==> src/rtl/reset_sequencer.sv <==
// reset_sequencer: top-level reset manager. Synchronises the clock-generator
// lock flags, times the external PHY reset pulse, then releases the reset
// stages one after another. Any lock loss or software request re-runs the
// sequence.
module reset_sequencer #(
    parameter int N_LOCKS          = 3,
    parameter int N_STAGES         = 3,
    parameter int SYNC_STAGES      = 2,
    parameter int STABLE_CYCLES    = 1024,
    parameter int STAGE_DELAY      = 256,
    parameter int PHY_RESET_CYCLES = 2048,
    parameter int PHY_ON_LOSS      = 0
) (
    input  logic                i_clock,
    input  logic                i_reset_n,
    input  logic [N_LOCKS-1:0]  i_locked,
    input  logic                i_soft_reset,
    output logic [N_STAGES-1:0] o_stage_reset,
    output logic                o_phy_reset_n,
    output logic                o_ready,
    output logic [7:0]          o_loss_count,
    output logic [2:0]          o_state
);

    typedef enum logic [2:0] {
        PHY_RST   = 3'd0,
        WAIT_LOCK = 3'd1,
        RELEASE   = 3'd2,
        RUN       = 3'd3
    } state_t;

    localparam int PHY_W    = $clog2(PHY_RESET_CYCLES + 1);
    localparam int STABLE_W = $clog2(STABLE_CYCLES + 1);
    localparam int DELAY_W  = $clog2(STAGE_DELAY + 1);

    localparam logic [PHY_W-1:0]    PHY_LAST    = PHY_W'(PHY_RESET_CYCLES - 1);
    localparam logic [STABLE_W-1:0] STABLE_LAST = STABLE_W'(STABLE_CYCLES - 1);
    localparam logic [DELAY_W-1:0]  DELAY_LAST  = DELAY_W'(STAGE_DELAY - 1);

    localparam logic [N_STAGES-1:0] ALL_ASSERTED = '1;

    logic [1:0]          rstSync_q;
    logic [N_LOCKS-1:0]  lockSync_q [SYNC_STAGES];
    logic                rstDone;
    logic                locksOk;

    state_t              state_q;
    logic [PHY_W-1:0]    phyCnt_q;
    logic [STABLE_W-1:0] stableCnt_q;
    logic [DELAY_W-1:0]  delayCnt_q;
    logic [N_STAGES-1:0] stageReset_q;
    logic                phyResetN_q;
    logic                ready_q;
    logic [7:0]          lossCount_q;

    assign rstDone = rstSync_q[1];
    assign locksOk = &lockSync_q[SYNC_STAGES-1];

    // Two-flop release synchroniser so the FSM leaves PHY_RST cleanly after the async reset lifts
    always_ff @(posedge i_clock or negedge i_reset_n) begin
        if (!i_reset_n) begin
            rstSync_q <= 2'b00;
        end else begin
            rstSync_q <= {rstSync_q[0], 1'b1};
        end
    end

    // Synchronise each lock flag through a SYNC_STAGES-deep flop chain
    always_ff @(posedge i_clock or negedge i_reset_n) begin
        if (!i_reset_n) begin
            for (int k = 0; k < SYNC_STAGES; k++) begin
                lockSync_q[k] <= '0;
            end
        end else begin
            lockSync_q[0] <= i_locked;
            for (int k = 1; k < SYNC_STAGES; k++) begin
                lockSync_q[k] <= lockSync_q[k-1];
            end
        end
    end

    // Sequencing FSM; every output is a register so stage resets never see an input combinationally
    always_ff @(posedge i_clock or negedge i_reset_n) begin
        if (!i_reset_n) begin
            state_q      <= PHY_RST;
            phyCnt_q     <= '0;
            stableCnt_q  <= '0;
            delayCnt_q   <= '0;
            stageReset_q <= ALL_ASSERTED;
            phyResetN_q  <= 1'b0;
            ready_q      <= 1'b0;
            lossCount_q  <= 8'd0;
        end else if (i_soft_reset) begin
            state_q      <= PHY_RST;
            phyCnt_q     <= '0;
            stableCnt_q  <= '0;
            delayCnt_q   <= '0;
            stageReset_q <= ALL_ASSERTED;
            phyResetN_q  <= 1'b0;
            ready_q      <= 1'b0;
        end else begin
            case (state_q)
                PHY_RST: begin
                    stageReset_q <= ALL_ASSERTED;
                    ready_q      <= 1'b0;
                    if (rstDone) begin
                        if (phyCnt_q == PHY_LAST) begin
                            state_q     <= WAIT_LOCK;
                            phyCnt_q    <= '0;
                            stableCnt_q <= '0;
                            phyResetN_q <= 1'b1;
                        end else begin
                            phyCnt_q <= phyCnt_q + PHY_W'(1);
                        end
                    end
                end
                WAIT_LOCK: begin
                    if (locksOk) begin
                        if (stableCnt_q == STABLE_LAST) begin
                            state_q      <= RELEASE;
                            stableCnt_q  <= '0;
                            delayCnt_q   <= '0;
                            stageReset_q <= ALL_ASSERTED << 1;
                        end else begin
                            stableCnt_q <= stableCnt_q + STABLE_W'(1);
                        end
                    end else begin
                        stableCnt_q <= '0;
                    end
                end
                RELEASE, RUN: begin
                    if (!locksOk) begin
                        stageReset_q <= ALL_ASSERTED;
                        ready_q      <= 1'b0;
                        stableCnt_q  <= '0;
                        delayCnt_q   <= '0;
                        if (lossCount_q != 8'hFF) begin
                            lossCount_q <= lossCount_q + 8'd1;
                        end
                        if (PHY_ON_LOSS != 0) begin
                            state_q     <= PHY_RST;
                            phyCnt_q    <= '0;
                            phyResetN_q <= 1'b0;
                        end else begin
                            state_q <= WAIT_LOCK;
                        end
                    end else if (state_q == RELEASE) begin
                        if (stageReset_q == '0) begin
                            state_q <= RUN;
                            ready_q <= 1'b1;
                        end else if (delayCnt_q == DELAY_LAST) begin
                            delayCnt_q   <= '0;
                            stageReset_q <= stageReset_q << 1;
                        end else begin
                            delayCnt_q <= delayCnt_q + DELAY_W'(1);
                        end
                    end
                end
                default: begin
                    state_q      <= PHY_RST;
                    phyCnt_q     <= '0;
                    stageReset_q <= ALL_ASSERTED;
                    phyResetN_q  <= 1'b0;
                    ready_q      <= 1'b0;
                end
            endcase
        end
    end

    assign o_stage_reset = stageReset_q;
    assign o_phy_reset_n = phyResetN_q;
    assign o_ready       = ready_q;
    assign o_loss_count  = lossCount_q;
    assign o_state       = state_q;

endmodule

==> config.mk <==
export PLATFORM = sky130hd
export DESIGN_NAME = reset_sequencer
export DESIGN_NICKNAME = d
export VERILOG_FILES = /design/src/rtl/reset_sequencer.sv
export SDC_FILE = /design/constraint.sdc
export NUM_CORES = 1
export LEC_CHECK = 0
export ABC_CLOCK_PERIOD_IN_PS = 2400
export BUFFER_PORTS_ARGS = -buffer_cell sky130_fd_sc_hd__clkbuf_2
export CAP_MARGIN = 15
export CORE_MARGIN = 1
export CORE_UTILIZATION = 59
export DETAILED_ROUTE_END_ITERATION = 10
export GPL_ROUTABILITY_DRIVEN = 0
export GPL_TIMING_DRIVEN = 0
export MAX_ROUTING_LAYER = met4
export PLACE_DENSITY = 0.75
export SYNTH_ARGS = -nofsm -noshare
export SYNTH_HDL_FRONTEND = slang
export SYNTH_SLANG_ARGS = --single-unit
==> constraint.sdc <==
create_clock -name i_clock -period 2.4 [get_ports i_clock]
set_input_delay 0.12 -clock i_clock [delete_from_list [all_inputs] [get_ports i_clock]]
set_output_delay 0.12 -clock i_clock [all_outputs]
set_load 0.01 [all_outputs]
==> results by group <==
Outcome
  – Run status: finished clean

Worst setup path
  – CP cell instances: ha_1 > nand4_2 > or4_4 > a2bb2oi_4 > mux2i_1
  – Setup CP Type: reg -> reg
  – Nature of the critical path startpoint: register
  – Max stage delay on crit path: 0.61 ns
  – Crit path DAT: 2.22 ns
  – WP data required: 2.65 ns
  – R2R depth: 5
  – Reg2reg setup slack: 0.43 ns
  – Slowest cell on crit path: or4_4
  – Worst Path Max Fanout: 6
  – Buf/Inv on CP: 0
  – Delay-heaviest family, CP: simple AND/OR/NAND/NOR gates
  – CP endpoint kind: register
  – RR Endpoint: delayCnt_q[1]
  – RR Startpoint: stableCnt_q[0]

Placed design
  – PortBufs: 20
  – Setup WS pre-CTS: 0.435 ns
  – Hpwl dp: 3950 µm
  – Placed Cells incl. Taps: 360

Pwr
  – Leakage: 0.00135 µW
  – Max IR drop VDD: 353 µV
  – Pwr per Cell Area: 521 nW/µm²
  – Pwr Total: 1660 µW

Layout
  – Filler Cell Count: 339
  – Nets@finish: 329
  – Non-Filler Instances: 372
  – Most common cell after layout, fill and taps aside: dfrtp_1
  – Utilization after layout: 70.8%
  – # diodes: 0
  – Area grow syn2layout: 12.0%
  – Most frequent cells in the layout: dfrtp_1, nand3_1, nand2_1
  – Layout cells sized above 1: 15.6%

Timing
  – Tightest Pin Transition: 0.808 ns
  – Crit share post-route: 82.2%
  – Final worst path period need: 1.97 ns
  – Fin Setup TNS: 0 ns
  – Final Worst Setup Slack: 0.428 ns
  – RSZ-0062 raised after global routing: no
  – Fin. max-slew vios: 0
  – Relative slew slack: 45.7%
  – Final Hold Fails: 0
  – Final Setup Violations: 0
  – Fmax: 507 MHz
  – Clk_skew: 0.00977 ns

Clocking
  – Root Buffer: clkbuf_8
  – Sink Count: 55
  – Worst-path clk slew: 0.10 ns
  – Worst skew pair latency: 0.32 ns
  – # Post-CTS Setup Buffers: 0
  – CTS Buffer Depth: 2
  – CTS tree: yes
  – CTS H-tree lvls: 2
  – Cts hold-fix bufs: 4
  – Post-cts repair resize count: 0
  – CTS Buf Count: 5

Yosys
  – Yosys top cell by area: dfrtp_1
  – Seq cells post-synth: 55
  – Ranking of synthesized cells by area: dfrtp_1, nand3_1, dfstp_2
  – Synth unique cells: 61
  – Synthesized cell area: 2850 µm²
  – Asr flop ratio synth: 100%
  – Synth Flop Type: dfrtp_1
  – Number of synthesized flops with an enable pin: 0
  – Seq/Total Area, Yosys: 48.5%
  – Syn Area/Cell: 9.91 µm²
  – Top cell type's share of synthesized area: 45.7%
  – Post-Syn Nets: 297
  – Syn Inst Count: 287
  – Synth Warn #: 0

Drt
  – WL final: 5580 µm
  – Met3 Wirelength: 259 µm
  – Top routing layer used: met4
  – TritonRoute pass-1 iters: 5
  – Detailed Route Iter0 Violations: 129
  – ANT nets after route: 0
  – Vias: 2298
  – Avg WL per Cell: 15.0 µm
  – WL met1: 2660 µm
  – WL met2: 2580 µm
  – Vias per inst: 6.18
  – DRC viols: 0

Hold path
  – Hold Path Depth: 3
  – Min-Delay Path Class: in -> reg
  – Worst Hold End: phyCnt_q[8]
  – Critical hold path startpoint: i_soft_reset

Floorplan
  – IO Pins: 22
  – Die Y: 71.4 µm
  – # rows: 24
  – DIE WIDTH: 71.4 µm
  – Core area: 4500 µm²
  – Die area: 5100 µm²
  – Starting Density: 63.2%

Run
  – Maximum capacitance violations: 0

Global routing
  – Gr usage total: 25.2%
  – Total gr overflow: 0
  – Largest net degree at the start of global routing: 32
  – Initial antenna violation count: 0
  – Global-route wire length before repair: 9650 µm
  – Vias in the first global route: 2075
[power by group]
| part | switching [µW] | leakage, µW | internal (µW) | total, µW |
|---|---|---|---|---|
| Clock | 295 | 0.0000612 | 338 | 632 |
| Combinational | 52.3 | 0.000557 | 30.8 | 83.1 |
| Sequential | 7.13 | 0.000732 | 938 | 946 |
| Total | 354 | 0.00135 | 1310 | 1660 |
[layout make-up]
| type | count | area, µm² | share of cell area, % |
|---|---|---|---|
| clock buffer | 6 | 82.6 | 2.59 |
| sequential | 55 | 1380 | 43.3 |
| inverter | 19 | 71.3 | 2.24 |
| tap | 52 | 65.1 | 2.04 |
| timing repair buffer | 25 | 160 | 5.02 |
| multi-input combinational | 205 | 1360 | 42.5 |
| buffer | 8 | 37.5 | 1.18 |
| clock inverter | 2 | 35.0 | 1.10 |
[through the flow]
step,hold slack (ns),instance area (µm²)
floorplan,-0.176,2850
global placement,0.229,3010
detailed placement,0.169,3030
CTS,0.264,3190
global route,0.283,3190
finish,0.271,3190
[how the worst max path moves through the flow]
stage | startpoint | to | slack (ns) | cells past startpoint
floorplan | stableCnt_q[0] | delayCnt_q[1] | 0.64 | 5
detailed placement | stableCnt_q[0] | delayCnt_q[1] | 0.44 | 5
global placement | stableCnt_q[0] | delayCnt_q[1] | 0.47 | 5
finish | stableCnt_q[0] | delayCnt_q[1] | 0.43 | 5
CTS | stableCnt_q[0] | delayCnt_q[1] | 0.42 | 5
global route | stableCnt_q[0] | stableCnt_q[5] | 0.28 | 6
[cells by family after synthesis]
| group | after synthesis | share of synthesized area [%] |
|---|---|---|
| AND/OR/NAND/NOR | 119 | 23.2 |
| AO/OA/AOI/OAI | 66 | 17.9 |
| flip-flops | 55 | 48.5 |
| buffers and inverters | 27 | 3.83 |
| XOR/XNOR | 9 | 2.77 |
| multiplexers | 5 | 1.85 |
| adder cells (fa/ha/maj) | 4 | 1.76 |
| other | 2 | 0.264 |
[state kept, by name (all words and copies together) (netlist names)]
name,cells
stableCnt_q,11
rstSync_q,2
o_loss_count,8
o_ready,1
delayCnt_q,9
lockSync_q,6
o_state,2
phyCnt_q,12
o_stage_reset,3
o_phy_reset_n,1
[worst min-delay path, cell delays in order]
cell and delay [ns]:
clkbuf_2 0.11, buf_2 0.20, nor2_1 0.11
[synth_stat cells, types with 4 or more instances]
cell type / number
o211ai_1: 6
o31ai_1: 4
nand4_1: 10
nand2_1: 21
xor2_1: 6
dfrtp_1: 52
clkbuf_1: 4
inv_1: 19
nor4_1: 4
and3_1: 4
nor2_1: 15
a31oi_1: 7
o21ai_0: 10
a21oi_1: 9
a41oi_1: 4
ha_1: 4
or3_1: 8
nor3_1: 12
nand3_1: 22
[layer usage]
metal,vias up,GRT usage [%]
met5,-,-
met4,0,8.44
met3,7,5.06
met2,68,37.7
met1,1082,34.5
li1,1141,-
No activity file was read; power rests on OpenSTA's default activity.
